File: src/rtl/week_5_arb_pkg.sv
// week_5_arb_pkg: shared FSM state type, default sizing and a reference
// round-robin pick helper used by the week-5 arbiter slice.
package week_5_arb_pkg;

  typedef enum logic {
    IDLE = 1'b0,
    OWN  = 1'b1
  } arb_state_e;

  localparam int DEF_N        = 4;
  localparam int DEF_MAX_HOLD = 8;
  localparam int PICK_MAX_N   = 8;

  typedef struct packed {
    logic       valid;
    logic [2:0] idx;
  } pick_t;

  // Reference round-robin search: first set bit of req starting at ptr,
  // wrapping modulo n (n <= PICK_MAX_N). valid is 0 when req has no bits set.
  function automatic pick_t rr_pick(input logic [PICK_MAX_N-1:0] req,
                                    input logic [2:0]            ptr,
                                    input int                    n);
    pick_t res;
    int    j;
    res = '0;
    for (int i = 0; i < PICK_MAX_N; i++) begin
      j = int'(ptr) + i;
      if (j >= n) begin
        j = j - n;
      end else begin
        j = j;
      end
      if ((i < n) && !res.valid && req[j[2:0]]) begin
        res.valid = 1'b1;
        res.idx   = j[2:0];
      end else begin
        res = res;
      end
    end
    return res;
  endfunction

endpackage

File: src/rtl/week_5_rr_pick.sv
// week_5_rr_pick: combinational round-robin selector. The request vector is
// rotated so that ptr lands on bit 0, a fixed lowest-index priority encoder
// picks the winner, and the winner index is rotated back by adding ptr.
module week_5_rr_pick
  import week_5_arb_pkg::*;
#(
  parameter int N   = DEF_N,
  parameter int IDW = $clog2(N)
) (
  input  logic [N-1:0]   req,
  input  logic [IDW-1:0] ptr,
  output logic           valid,
  output logic [IDW-1:0] idx
);

  localparam logic [IDW:0] N_W = (IDW+1)'(N);

  logic [N-1:0]   rot_s;
  logic [IDW-1:0] first_s;
  logic [IDW:0]   sum_s;

  // Rotate requests so that the requester at ptr has the highest priority (bit 0).
  always_comb begin
    int k;
    rot_s = '0;
    for (int i = 0; i < N; i++) begin
      k = i + int'(ptr);
      if (k >= N) begin
        k = k - N;
      end else begin
        k = k;
      end
      rot_s[i] = req[k[IDW-1:0]];
    end
  end

  // Fixed-priority encode of the rotated vector: lowest set bit wins.
  always_comb begin
    first_s = '0;
    for (int i = N - 1; i >= 0; i--) begin
      first_s = rot_s[i] ? IDW'(i) : first_s;
    end
    valid = |rot_s;
  end

  // Rotate the winner back into the original index space, modulo N.
  always_comb begin
    sum_s = {1'b0, first_s} + {1'b0, ptr};
    if (sum_s >= N_W) begin
      idx = IDW'(sum_s - N_W);
    end else begin
      idx = sum_s[IDW-1:0];
    end
  end

endmodule

File: src/rtl/week_5_rr_arbiter.sv
// week_5_rr_arbiter: round-robin arbiter sharing one logic unit among N
// requesters. Registered one-hot grant, no preemption, priority rotates past
// each owner on release. Optional hold limit enabled by macro ARB_TIMEOUT_EN.
module week_5_rr_arbiter
  import week_5_arb_pkg::*;
#(
  parameter int N        = DEF_N,
  parameter int IDW      = $clog2(N),
  parameter int MAX_HOLD = DEF_MAX_HOLD
) (
  input  logic           clk,
  input  logic           rst,
  input  logic [N-1:0]   req,
  output logic [N-1:0]   gnt,
  output logic [IDW-1:0] gnt_id,
  output logic           busy,
  output logic           timeout
);

  arb_state_e     state_q, state_d;
  logic [IDW-1:0] ptr_q, ptr_d;
  logic [N-1:0]   gnt_q, gnt_d;
  logic [IDW-1:0] gnt_id_q, gnt_id_d;
  logic           busy_q, busy_d;

  logic           owner_req_s;
  logic           timeout_hit_s;
  logic           release_s;
  logic [IDW-1:0] next_ptr_s;
  logic [IDW-1:0] pick_ptr_s;
  logic [N-1:0]   pick_req_s;
  logic           pick_valid_s;
  logic [IDW-1:0] pick_idx_s;
  logic [N-1:0]   grant_vec_s;

  // Owner status and the rotated pointer that takes effect on its release.
  assign owner_req_s = req[gnt_id_q];
  assign next_ptr_s  = (gnt_id_q == IDW'(N - 1)) ? IDW'(0) : (gnt_id_q + IDW'(1));
  assign release_s   = (~owner_req_s) | timeout_hit_s;
  assign grant_vec_s = {{(N-1){1'b0}}, 1'b1} << pick_idx_s;

  // Arbitration inputs: when an owner leaves, search from just past it and
  // drop its own bit so it cannot win the handover (covers timeout revocation).
  always_comb begin
    if (state_q == OWN) begin
      pick_ptr_s = next_ptr_s;
      pick_req_s = req & ~gnt_q;
    end else begin
      pick_ptr_s = ptr_q;
      pick_req_s = req;
    end
  end

  week_5_rr_pick #(
    .N   (N),
    .IDW (IDW)
  ) u_pick (
    .req   (pick_req_s),
    .ptr   (pick_ptr_s),
    .valid (pick_valid_s),
    .idx   (pick_idx_s)
  );

  // Next-state logic: grant from IDLE, hold while owner requests, hand over on release.
  always_comb begin
    state_d  = state_q;
    ptr_d    = ptr_q;
    gnt_d    = gnt_q;
    gnt_id_d = gnt_id_q;
    case (state_q)
      IDLE: begin
        if (pick_valid_s) begin
          state_d  = OWN;
          gnt_d    = grant_vec_s;
          gnt_id_d = pick_idx_s;
        end else begin
          state_d  = IDLE;
          gnt_d    = '0;
          gnt_id_d = '0;
        end
      end
      OWN: begin
        if (release_s) begin
          ptr_d = next_ptr_s;
          if (pick_valid_s) begin
            state_d  = OWN;
            gnt_d    = grant_vec_s;
            gnt_id_d = pick_idx_s;
          end else begin
            state_d  = IDLE;
            gnt_d    = '0;
            gnt_id_d = '0;
          end
        end else begin
          state_d = OWN;
        end
      end
      default: begin
        state_d  = IDLE;
        ptr_d    = '0;
        gnt_d    = '0;
        gnt_id_d = '0;
      end
    endcase
    busy_d = |gnt_d;
  end

  // State, pointer and registered grant outputs with synchronous reset.
  always_ff @(posedge clk) begin
    if (rst) begin
      state_q  <= IDLE;
      ptr_q    <= '0;
      gnt_q    <= '0;
      gnt_id_q <= '0;
      busy_q   <= 1'b0;
    end else begin
      state_q  <= state_d;
      ptr_q    <= ptr_d;
      gnt_q    <= gnt_d;
      gnt_id_q <= gnt_id_d;
      busy_q   <= busy_d;
    end
  end

`ifdef ARB_TIMEOUT_EN
  localparam int HOLD_W = $clog2(MAX_HOLD + 1);

  logic [HOLD_W-1:0] hold_q, hold_d;
  logic              timeout_q, timeout_d;

  // Revoke once the owner has held for MAX_HOLD consecutive cycles.
  assign timeout_hit_s = (state_q == OWN) && owner_req_s &&
                         (hold_q == HOLD_W'(MAX_HOLD - 1));

  // Count cycles the owner keeps its request; any new grant or idle clears it.
  always_comb begin
    if ((state_q == OWN) && !release_s) begin
      hold_d = hold_q + HOLD_W'(1);
    end else begin
      hold_d = '0;
    end
    timeout_d = timeout_hit_s;
  end

  // Hold counter and one-cycle timeout pulse registers.
  always_ff @(posedge clk) begin
    if (rst) begin
      hold_q    <= '0;
      timeout_q <= 1'b0;
    end else begin
      hold_q    <= hold_d;
      timeout_q <= timeout_d;
    end
  end

  assign timeout = timeout_q;
`else
  localparam int HOLD_W = $clog2(MAX_HOLD + 1);

  // MAX_HOLD has no effect in this build; keep it referenced.
  logic [HOLD_W-1:0] unused_max_hold_s;
  assign unused_max_hold_s = HOLD_W'(MAX_HOLD);

  assign timeout_hit_s = 1'b0;
  assign timeout       = 1'b0;
`endif

  assign gnt    = gnt_q;
  assign gnt_id = gnt_id_q;
  assign busy   = busy_q;

endmodule

File: config.mk
export PLATFORM = sky130hd
export DESIGN_NAME = week_5_rr_arbiter
export DESIGN_NICKNAME = d
export VERILOG_FILES = /design/src/rtl/week_5_arb_pkg.sv /design/src/rtl/week_5_rr_pick.sv /design/src/rtl/week_5_rr_arbiter.sv
export SDC_FILE = /design/constraint.sdc
export NUM_CORES = 1
export LEC_CHECK = 0
export CAP_MARGIN = 15
export CORE_MARGIN = 4
export CORE_UTILIZATION = 50
export CTS_BUF_LIST = sky130_fd_sc_hd__clkbuf_8
export DETAILED_ROUTE_END_ITERATION = 8
export DONT_BUFFER_PORTS = 1
export GPL_TIMING_DRIVEN = 0
export SLEW_MARGIN = 40
export SYNTH_ARGS = -nofsm -noshare
export SYNTH_HDL_FRONTEND = slang
export SYNTH_SLANG_ARGS = --single-unit
File: constraint.sdc
create_clock -name clk -period 3 [get_ports clk]
set_input_delay 0.3 -clock clk [delete_from_list [all_inputs] [get_ports clk]]
set_output_delay 0.3 -clock clk [all_outputs]
set_load 0.01 [all_outputs]
After elaboration in Yosys (flattened, before gate mapping)
Index checks and enable logic that the tools add are counted.
{"block": "classes", "eq_ne": 2, "bitwise_logic": 4, "magnitude_cmp": 10, "mux": 31, "n_shift": 1, "add_sub_neg": 10, "n_reduce_logical": 3}
{"cell": "2-bit two-way mux", "count": 13}
{"cell": "2-bit by 3-bit less-than comparator with 1-bit output (second input constant)", "count": 5}
{"cell": "3-bit greater-or-equal comparator (second input constant)", "count": 4}
{"cell": "4-bit two-way mux", "count": 3}
{"cell": "1-bit binary-select mux with 2-bit select", "count": 5}
{"cell": "2-bit by 1-bit subtractor with 2-bit output (second input constant)", "count": 5}
{"cell": "4-bit case mux with 2 select lines", "count": 1}
{"cell": "4-bit OR reduction", "count": 2}
{"cell": "1-bit two-way mux", "count": 7}
{"cell": "2-bit by 2-bit adder with 3-bit output (first input constant)", "count": 2}
{"cell": "4-bit AND", "count": 1}
{"cell": "4-bit inverter", "count": 1}
{"cell": "2-bit case mux with 2 select lines", "count": 1}
{"cell": "1-bit by 2-bit left shift with 4-bit output (first input constant)", "count": 1}
{"cell": "1-bit by 2-bit adder with 3-bit output (first input constant)", "count": 1}
{"cell": "2-bit by 2-bit adder with 3-bit output", "count": 1}
{"cell": "2-bit by 3-bit greater-or-equal comparator with 1-bit output (second input constant)", "count": 1}
{"cell": "2-bit by 1-bit adder with 2-bit output (second input constant)", "count": 1}
{"cell": "2-bit == test (second input constant)", "count": 1}
{"cell": "2-bit != test (second input constant)", "count": 1}
{"cell": "1-bit inverter", "count": 2}
{"cell": "1-bit case mux with 2 select lines", "count": 1}
{"cell": "2-bit AND reduction", "count": 1}
{"block": "word_totals", "output_inout_bits": 8, "input_bits": 6, "register_bits": 10, "elab_cells": 66}

Depth between registers and ports, before layout
Gate-level depths: netlist (run 1).
{"block": "logic_depth", "depth_word": 20, "depth_mapped": 13, "ltp_nobuf": 12}

Hierarchy
A second synthesis (run 1) with hierarchy kept.
{"block": "hier_totals", "hier_cells": 82, "area_unflattened_um2": 729.4}
{"module": "week_5_rr_arbiter", "cells_each": 57, "instances": 1, "seq_area_each_um2": 200.2, "area_per_inst_um2": 563.0}
{"module": "week_5_rr_pick", "cells_each": 25, "instances": 1, "seq_area_each_um2": 0.0, "area_per_inst_um2": 166.4}

Least setup slack after synthesis (run 1)
No wires, ideal clock.
{"block": "synth_timing", "path_kind": "reg2reg", "start": "register gnt_id_q[0] (netlist: gnt_id[0])", "end": "register gnt_q[3] (netlist: gnt[3])", "setup_slack_ns": 0.438, "arrival_ns": 2.496, "setup_ns": 0.066, "path_buffers": 0, "required_time_ns": 2.934, "stages_incl_launch_ff": 13, "cell_sequence": "dfxtp_1 ha_1 a21boi_1 nor2_1 nor2_1 a21oi_1 o32a_1 a21oi_1 ha_1 xnor2_1 xnor2_2 or3_1 a21oi_2"}
{"block": "synth_via", "elab_chain_len": 19}
{"item": "start, declared", "line": "week_5_rr_arbiter.sv:23", "rtl": "logic [IDW-1:0] gnt_id_q, gnt_id_d;"}
{"item": "start signal, assigned", "line": "week_5_rr_arbiter.sv:120", "rtl": "gnt_id_q <= gnt_id_d;"}
{"item": "2-bit by 1-bit adder with 2-bit output / 2-bit == test (equally long branches)", "line": "week_5_rr_arbiter.sv:38", "rtl": "assign next_ptr_s = (gnt_id_q == IDW'(N - 1)) ? IDW'(0) : (gnt_id_q + IDW'(1));"}
{"item": "2-bit two-way mux *", "line": "week_5_rr_arbiter.sv:38"}
{"item": "via next_ptr_s[1]", "line": "week_5_rr_arbiter.sv:29", "rtl": "logic [IDW-1:0] next_ptr_s;"}
{"item": "2-bit two-way mux *", "line": "week_5_rr_arbiter.sv:45", "rtl": "if (state_q == OWN) begin"}
{"item": "2-bit by 2-bit adder with 3-bit output", "line": "week_5_rr_pick.sv:27", "rtl": "k = i + int'(ptr);"}
{"item": "3-bit greater-or-equal comparator / 2-bit by 1-bit subtractor with 2-bit output (equally long branches)", "line": "week_5_rr_pick.sv:28, week_5_rr_pick.sv:29"}
{"item": "2-bit two-way mux", "line": "week_5_rr_pick.sv:28", "rtl": "if (k >= N) begin"}
{"item": "1-bit binary-select mux with 2-bit select", "line": "week_5_rr_pick.sv:33", "rtl": "rot_s[i] = req[k[IDW-1:0]];"}
{"item": "1-bit two-way mux (not written as such)", "line": "week_5_rr_pick.sv:33"}
{"item": "2-bit two-way mux (4 in series)", "line": "week_5_rr_pick.sv:41", "rtl": "first_s = rot_s[i] ? IDW'(i) : first_s;"}
{"item": "2-bit by 2-bit adder with 3-bit output", "line": "week_5_rr_pick.sv:48", "rtl": "sum_s = {1'b0, first_s} + {1'b0, ptr};"}
{"item": "3-bit greater-or-equal comparator / 2-bit by 1-bit subtractor with 2-bit output (equally long branches)", "line": "week_5_rr_pick.sv:49, week_5_rr_pick.sv:50"}
{"item": "2-bit two-way mux", "line": "week_5_rr_pick.sv:49", "rtl": "if (sum_s >= N_W) begin"}
{"item": "1-bit by 2-bit left shift with 4-bit output", "line": "week_5_rr_arbiter.sv:40", "rtl": "assign grant_vec_s = {{(N-1){1'b0}}, 1'b1} << pick_idx_s;"}
{"item": "4-bit two-way mux *", "line": "week_5_rr_arbiter.sv:72, week_5_rr_arbiter.sv:85"}
{"item": "4-bit two-way mux", "line": "week_5_rr_arbiter.sv:83", "rtl": "if (release_s) begin"}
{"item": "4-bit case mux with 2 select lines *", "line": "week_5_rr_arbiter.sv:70", "rtl": "case (state_q)"}
{"item": "end signal, assigned", "line": "week_5_rr_arbiter.sv:119", "rtl": "gnt_q <= gnt_d;"}
{"item": "end, declared", "line": "week_5_rr_arbiter.sv:22", "rtl": "logic [N-1:0] gnt_q, gnt_d;"}
Mark *: on every way through the listed nets, which the timed path passes. The rest lies on a longest branch. The select of a mux whose other input is x is not followed.
A chain may end at the register's enable or synchronous reset.

Final worst setup path (run 1)
Ends and elaborated chain as after synthesis.

==> flow_summary_export.csv, run 1 <==
group,metric,value,unit
drt,num_vias,757,
global_routing,grt-ovfl-total,0,
logic_synthesis,synth_ff_type,"dfxtp_1",
logic_synthesis,synthesis.nets,110,
logic_synthesis,synth_top_area_cell,"dfxtp_1",
logic_synthesis,synth_top_area_frac,0.2363,
cells_and_area,seq_area,200.2,sq um
flow_run,cap_violations,0,
timing,finClkSkew,2.958,ps
cells_and_area,drive_above_1_share,0.2264,
critical_path,path_cells,"ha_1, a21boi_2, nor2_1, nor2_1, a21oi_1, o32a_1, a21oi_1, ha_1, xnor2_1, xnor2_2, or3_1, a21oi_2",
timing,fin_crit_sh,0.9150,
floorplanning,initial_core_util,0.5433,
drt,first_iter_violations,25,
critical_path,path_max_fanout,7,
logic_synthesis,synth.area.top_cells,"dfxtp_1, a21oi_1, nand2_1",
clock_network,insertion_delay,230,ps
drt,drc,0,
logic_synthesis,yosysSeqAreaShare,0.2363,
cells_and_area,antennaDiodeCount,0,
clock_network,post_cts_buffers,0,
global_routing,grt_pass1_vias,741,
cells_and_area,final_cell_mix,"nand2_1, dfxtp_1, nor2_1, a21oi_1, clkbuf_8",
global_routing,grt_max_degree,11,
critical_path,crit_type,"reg2reg",
drt,ant_nets,0,
floorplanning,die_w,49.16,microns
place,place_congestion,0.8070,
power_and_ir_drop,finalPower,0.8716,mW
place,placedCellCount,118,
clock_network,root_buffer,"clkbuf_8",
timing,worst_slew_pin_slew,628.1,ps
timing,holdWs,298.3,ps
clock_network,cts_tree,"built",
logic_synthesis,ys_seq_elements,10,
global_routing,grt_pass1_wl,3.567,mm
clock_network,cts_max_level,1,
critical_path,worstPathArrival,2920,ps
timing,max_slew_margin,0.5775,
floorplanning,rows,14,
clock_network,hold_buffers,0,
place,dp_hpwl,1.543,mm
cells_and_area,num-fill-cells,146,
drt,wl_per_cell,16.43,microns
global_routing,antenna_found_initial,0,
logic_synthesis,mappedNetlistArea,847.1,sq um
logic_synthesis,synthCells,102,
critical_path,crit_required,3170,ps
timing,rsz0062_at_grt,"no",
clock_network,clock-sinks,10,
place,port_buffers,0,
timing,setup_viol,0,
timing,fmax,364.3,MHz
critical_path,critPathLaunchType,"flop",
cells_and_area,multiInputGateArea,598.1,sq um
cells_and_area,fin_cells,122,
place,dp_slack,86.85,ps
clock_network,clk_pin_slew,50,ps
clock_network,cts_buffer_depth,2,
logic_synthesis,postSynth.asyncResetShare,0,
cells_and_area,area_growth_syn_to_layout,9.306,%
floorplanning,coreArea,1559,sq um
logic_synthesis,yosys.cell_types.count,50,
timing,setup_slack,254.9,ps
power_and_ir_drop,cellPowerDensity,941.3,nW/um^2
floorplanning,dieArea,2417,sq um
power_and_ir_drop,leakage,0.3538,nW
global_routing,grt_use_total,0.1862,
clock_network,cts-resized-gates,0,
critical_path,crit_slowest_cell,"dfxtp_1",
drt,viasPerCell,6.205,
logic_synthesis,yosysWarnings,0,
logic_synthesis,synth_edf_count,0,
logic_synthesis,synth_area_per_cell,8.305,sq um
hold_path,hold_path_class,"in2reg",
clock_network,cts_buffers,3,
critical_path,endpoint_kind,"flop",
timing,final-hold-violation-count,0,
cells_and_area,final_common_cell,"nand2_1",
cells_and_area,fin_nets,115,
drt,dr.pass1.iters,5,
timing,post-route-min-period,2745,ps
floorplanning,die_y,49.16,microns
critical_path,cpPeakStageDelay,540,ps
power_and_ir_drop,ir_worst_vdd,0.0006421,V
status,status,"finished clean",
drt,routed_wl,2.005,mm
timing,maxSlewViolCount,0,
timing,final.setup.tns,0,ps
floorplanning,boundaryPins,14,
==> where the power goes <==
part / internal, mW / leakage (nW) / switching, mW / total, mW
Sequential: 0.182 / 0.0825 / 0.0848 / 0.267
Clock: 0.115 / 0.0288 / 0.0500 / 0.165
Combinational: 0.202 / 0.243 / 0.238 / 0.440
==> worst max-delay path, delay by kind of cell (launching register included) <==
family                   cells  cell delay (ps)
XOR/XNOR                     2              310
adder cells (fa/ha/maj)      2              490
AND/OR/NAND/NOR              3              540
AO/OA/AOI/OAI                5              800
flip-flops                   1              540
==> final timing paths <==
| path | from | end | slack [ps] | cells past startpoint |
|---|---|---|---|---|
| max | gnt_id[0]$_SDFFE_PP0P_ | gnt[3]$_SDFF_PP0_ | 250 | 12 |
| min | rst | gnt[3]$_SDFF_PP0_ | 300 | 2 |
| max reg2reg | gnt_id[0]$_SDFFE_PP0P_ | gnt[3]$_SDFF_PP0_ | 250 | 12 |
| min reg2reg | ptr_q[0]$_SDFFE_PP0P_ | ptr_q[0]$_SDFFE_PP0P_ | 490 | 2 |
==> cell families (layout without fill, tap and decap cells) <==
group,count (synthesis),after routing,share of synthesized area
AOI/OAI and AO/OA,37,37,0.3590
xor gates and xnor gates,2,2,0.02955
adders and majority gates,2,2,0.02954
buffers and inverters,9,13,0.06203
DFF,10,10,0.2363
muxes,2,2,0.03840
other,1,1,0.004427
and+or+nand+nor,39,39,0.2408
==> per-stage QoR <==
| step | util | cell area [sq um] |
|---|---|---|
| 6_report | 0.5939 | 925.9 |
| 5_1_grt | 0.5939 | 925.9 |
| 4_1_cts | 0.5915 | 922.1 |
| 3_5_place_dp | 0.5562 | 867.1 |
| 3_3_place_gp | 0.5562 | 867.1 |
| 2_1_floorplan | - | 847.1 |
==> final cells by class <==
cell class | instances | share of cell area
Multi-Input combinational cell | 83 | 0.6459
Tap cell | 16 | 0.02162
Buffer | 5 | 0.04054
Inverter | 4 | 0.01622
Clock buffer | 4 | 0.05946
Sequential cell | 10 | 0.2162
==> sequential cells by signal (all words and copies together), names as in the netlist <==
name / count
busy: 1
gnt: 4
gnt_id: 2
ptr_q: 2
state_q: 1
==> synth_stat cells, types with 2 or more instances <==
library cell   n
a32oi_1        2
dfxtp_1       10
and2_1         2
a21boi_0       3
ha_1           2
o41ai_1        2
inv_1          3
a21oi_1        9
o21ai_0        3
buf_4          3
nand2b_1       3
or3_1          2
nor2_1         9
nand2_1       11
nor3_1         3
==> layer usage <==
metal	wire [microns]	vias to the layer above	global-route usage	share of wire
li1	-	385	-	-
met1	935	357	0.2444	0.47
met2	957	15	0.2946	0.48
met3	113	0	0.07034	0.056
met4	0	0	0.02370	0
met5	0	-	0	0
(Power assumes the default switching activity.)
==> inputs of run 2 (changes only) <==
Settings changed: PLACE_DENSITY from default to 0.68.
Clock period 3 ns to 2.34 ns, I/O delays scaled along.
==> run 2 against run 1 <==
  * Non-clock buffer count up 9
  * Sequential power up 37%
  * Clock skew down 1.6 ps
  * Critical path depth unchanged
  * Design area up 19%
  * Sequential share of layout area down 2.8 points
  * Utilization up 11 points
  * Cell count up 7.4%
  * Critical endpoint is now gnt_id[1]$_SDFFE_PP0P_
==> flow_summary_export.csv, run 2 (synthesized netlist as in run 1, its figures left out) <==
group,metric,value,unit
status,status,"finished clean",
clock_network,clock-sinks,10,
hold_path,hold_path_class,"in2reg",
timing,maxSlewViolCount,0,
floorplanning,boundaryPins,14,
timing,setup_viol,0,
critical_path,critPathLaunchType,"flop",
critical_path,worstPathArrival,2460,ps
power_and_ir_drop,finalPower,1.436,mW
timing,finClkSkew,1.334,ps
global_routing,grt_use_total,0.1945,
global_routing,grt_pass1_wl,3.684,mm
critical_path,reg2reg_from,"gnt_id[0]$_SDFFE_PP0P_",
timing,rsz0062_at_grt,"yes",
cells_and_area,fin_cells,131,
critical_path,crit_end,"gnt_id[1]$_SDFFE_PP0P_",
cells_and_area,fin_util,0.7071,
drt,viasPerCell,6.427,
cells_and_area,seq_area,207.7,sq um
power_and_ir_drop,cellPowerDensity,1303,nW/um^2
floorplanning,die_w,49.16,microns
floorplanning,initial_core_util,0.5433,
cells_and_area,multiInputGateArea,688.2,sq um
drt,routed_wl,2.369,mm
clock_network,cts_buffer_depth,2,
timing,fmax,429.8,MHz
floorplanning,coreArea,1559,sq um
cells_and_area,antennaDiodeCount,0,
place,port_buffers,0,
timing,worst_slew_pin_slew,536.7,ps
power_and_ir_drop,leakage,0.4281,nW
timing,post-route-min-period,2327,ps
clock_network,clk_pin_slew,50,ps
critical_path,r2r-end,"gnt_id[1]$_SDFFE_PP0P_",
timing,fin_crit_sh,0.9943,
clock_network,cts_max_level,1,
drt,ant_nets,0,
place,place_congestion,0.8143,
floorplanning,dieArea,2417,sq um
drt,dr.pass1.iters,5,
flow_run,cap_violations,0,
drt,wl_per_cell,18.08,microns
critical_path,crit_required,2470,ps
critical_path,endpoint_kind,"flop",
cells_and_area,area_growth_syn_to_layout,30.13,%
global_routing,grt_pass1_vias,830,
cells_and_area,largest_reg_flops,4,
place,dp_hpwl,1.454,mm
critical_path,path_max_fanout,7,
drt,first_iter_violations,30,
cells_and_area,final_area,1102,sq um
floorplanning,die_y,49.16,microns
timing,holdWs,227.0,ps
floorplanning,rows,14,
cells_and_area,final_cell_mix,"buf_4, nand2_1, nor2_1, dfxtp_1, a21oi_1",
drt,num_vias,842,
cells_and_area,drive_above_1_share,0.4348,
global_routing,grt-ovfl-total,0,
critical_path,reg2reg_depth,12,
cells_and_area,fin_nets,124,
clock_network,cts_buffers,3,
clock_network,cts_tree,"built",
cells_and_area,final_common_cell,"buf_4",
critical_path,r2r_setup_slack,10,ps
clock_network,insertion_delay,240,ps
global_routing,grt_max_degree,11,
place,place_area,880.8,sq um
power_and_ir_drop,ir_worst_vdd,0.0008146,V
place,placedCellCount,118,
global_routing,antenna_found_initial,0,
timing,max_slew_margin,0.6384,
timing,final-hold-violation-count,0,
cells_and_area,num-fill-cells,100,
critical_path,crit_type,"reg2reg",
clock_network,hold_buffers,0,
drt,drc,0,
critical_path,startpoint,"gnt_id[0]$_SDFFE_PP0P_",
clock_network,root_buffer,"clkbuf_8",
-- run 2: cell types whose count changed in the layout (fill, tap and decap cells not counted), sizes merged --
cell,delta
buf,+9
-- run 2: power breakdown --
part           internal [mW]  switching, mW
sequential             0.241          0.124
combinational          0.445          0.405
clock                  0.148         0.0731
-- run 2: critical path: stages, from the launching register on --
cell,delay [ps]
dfxtp_4,410
ha_4,230
a21boi_4,160
nor2_2,70
buf_4,130
a211oi_2,230
a21oi_2,50
ha_2,190
xnor2_2,140
xnor2_2,240
buf_4,180
a2bb2oi_2,120
nor2_1,40
-- run 2: what timing repair did --
item                                    in CTS  in global routing
gates cloned                                 0                  0
setup buffers                                6                  3
endpoints found under the setup margin       6                  6
pin swaps                                    8                  5
resized for setup                           15                  7
-- run 2: stage by stage --
step	TNS, ps	setup WS [ps]
after floorplan	0	9.056
after global placement	-362.1	-148.4
after detailed placement	-697.4	-213.9
after CTS	-43.19	-43.19
after global routing	-564.9	-120.2
final	0	13.40
-- run 2: final cells by class --
type	count	share of cell area
inverter	4	0.01362
timing repair buffer	9	0.06470
clock buffer	4	0.04994
multi-input combinational	83	0.6243
tap	16	0.01816
sequential	10	0.1884
buffer	5	0.04086
-- run 2: metal layers --
layer | routed length (microns) | track usage
met5 | 0 | 0
met4 | 47 | 0.06635
met3 | 187 | 0.05505
met1 | 1003 | 0.2389
met2 | 1130 | 0.3214
-- run 2: worst min path at each step --
stage                                startpoint                    end  depth (start not counted)
after CTS                                   rst      gnt[3]$_SDFF_PP0_                          2
after floorplan           ptr_q[0]$_SDFFE_PP0P_  ptr_q[0]$_SDFFE_PP0P_                          2
after detailed placement                    rst      gnt[3]$_SDFF_PP0_                          2
final                                       rst      gnt[3]$_SDFF_PP0_                          2
after global placement    ptr_q[0]$_SDFFE_PP0P_  ptr_q[0]$_SDFFE_PP0P_                          2
after global routing                        rst      gnt[3]$_SDFF_PP0_                          2
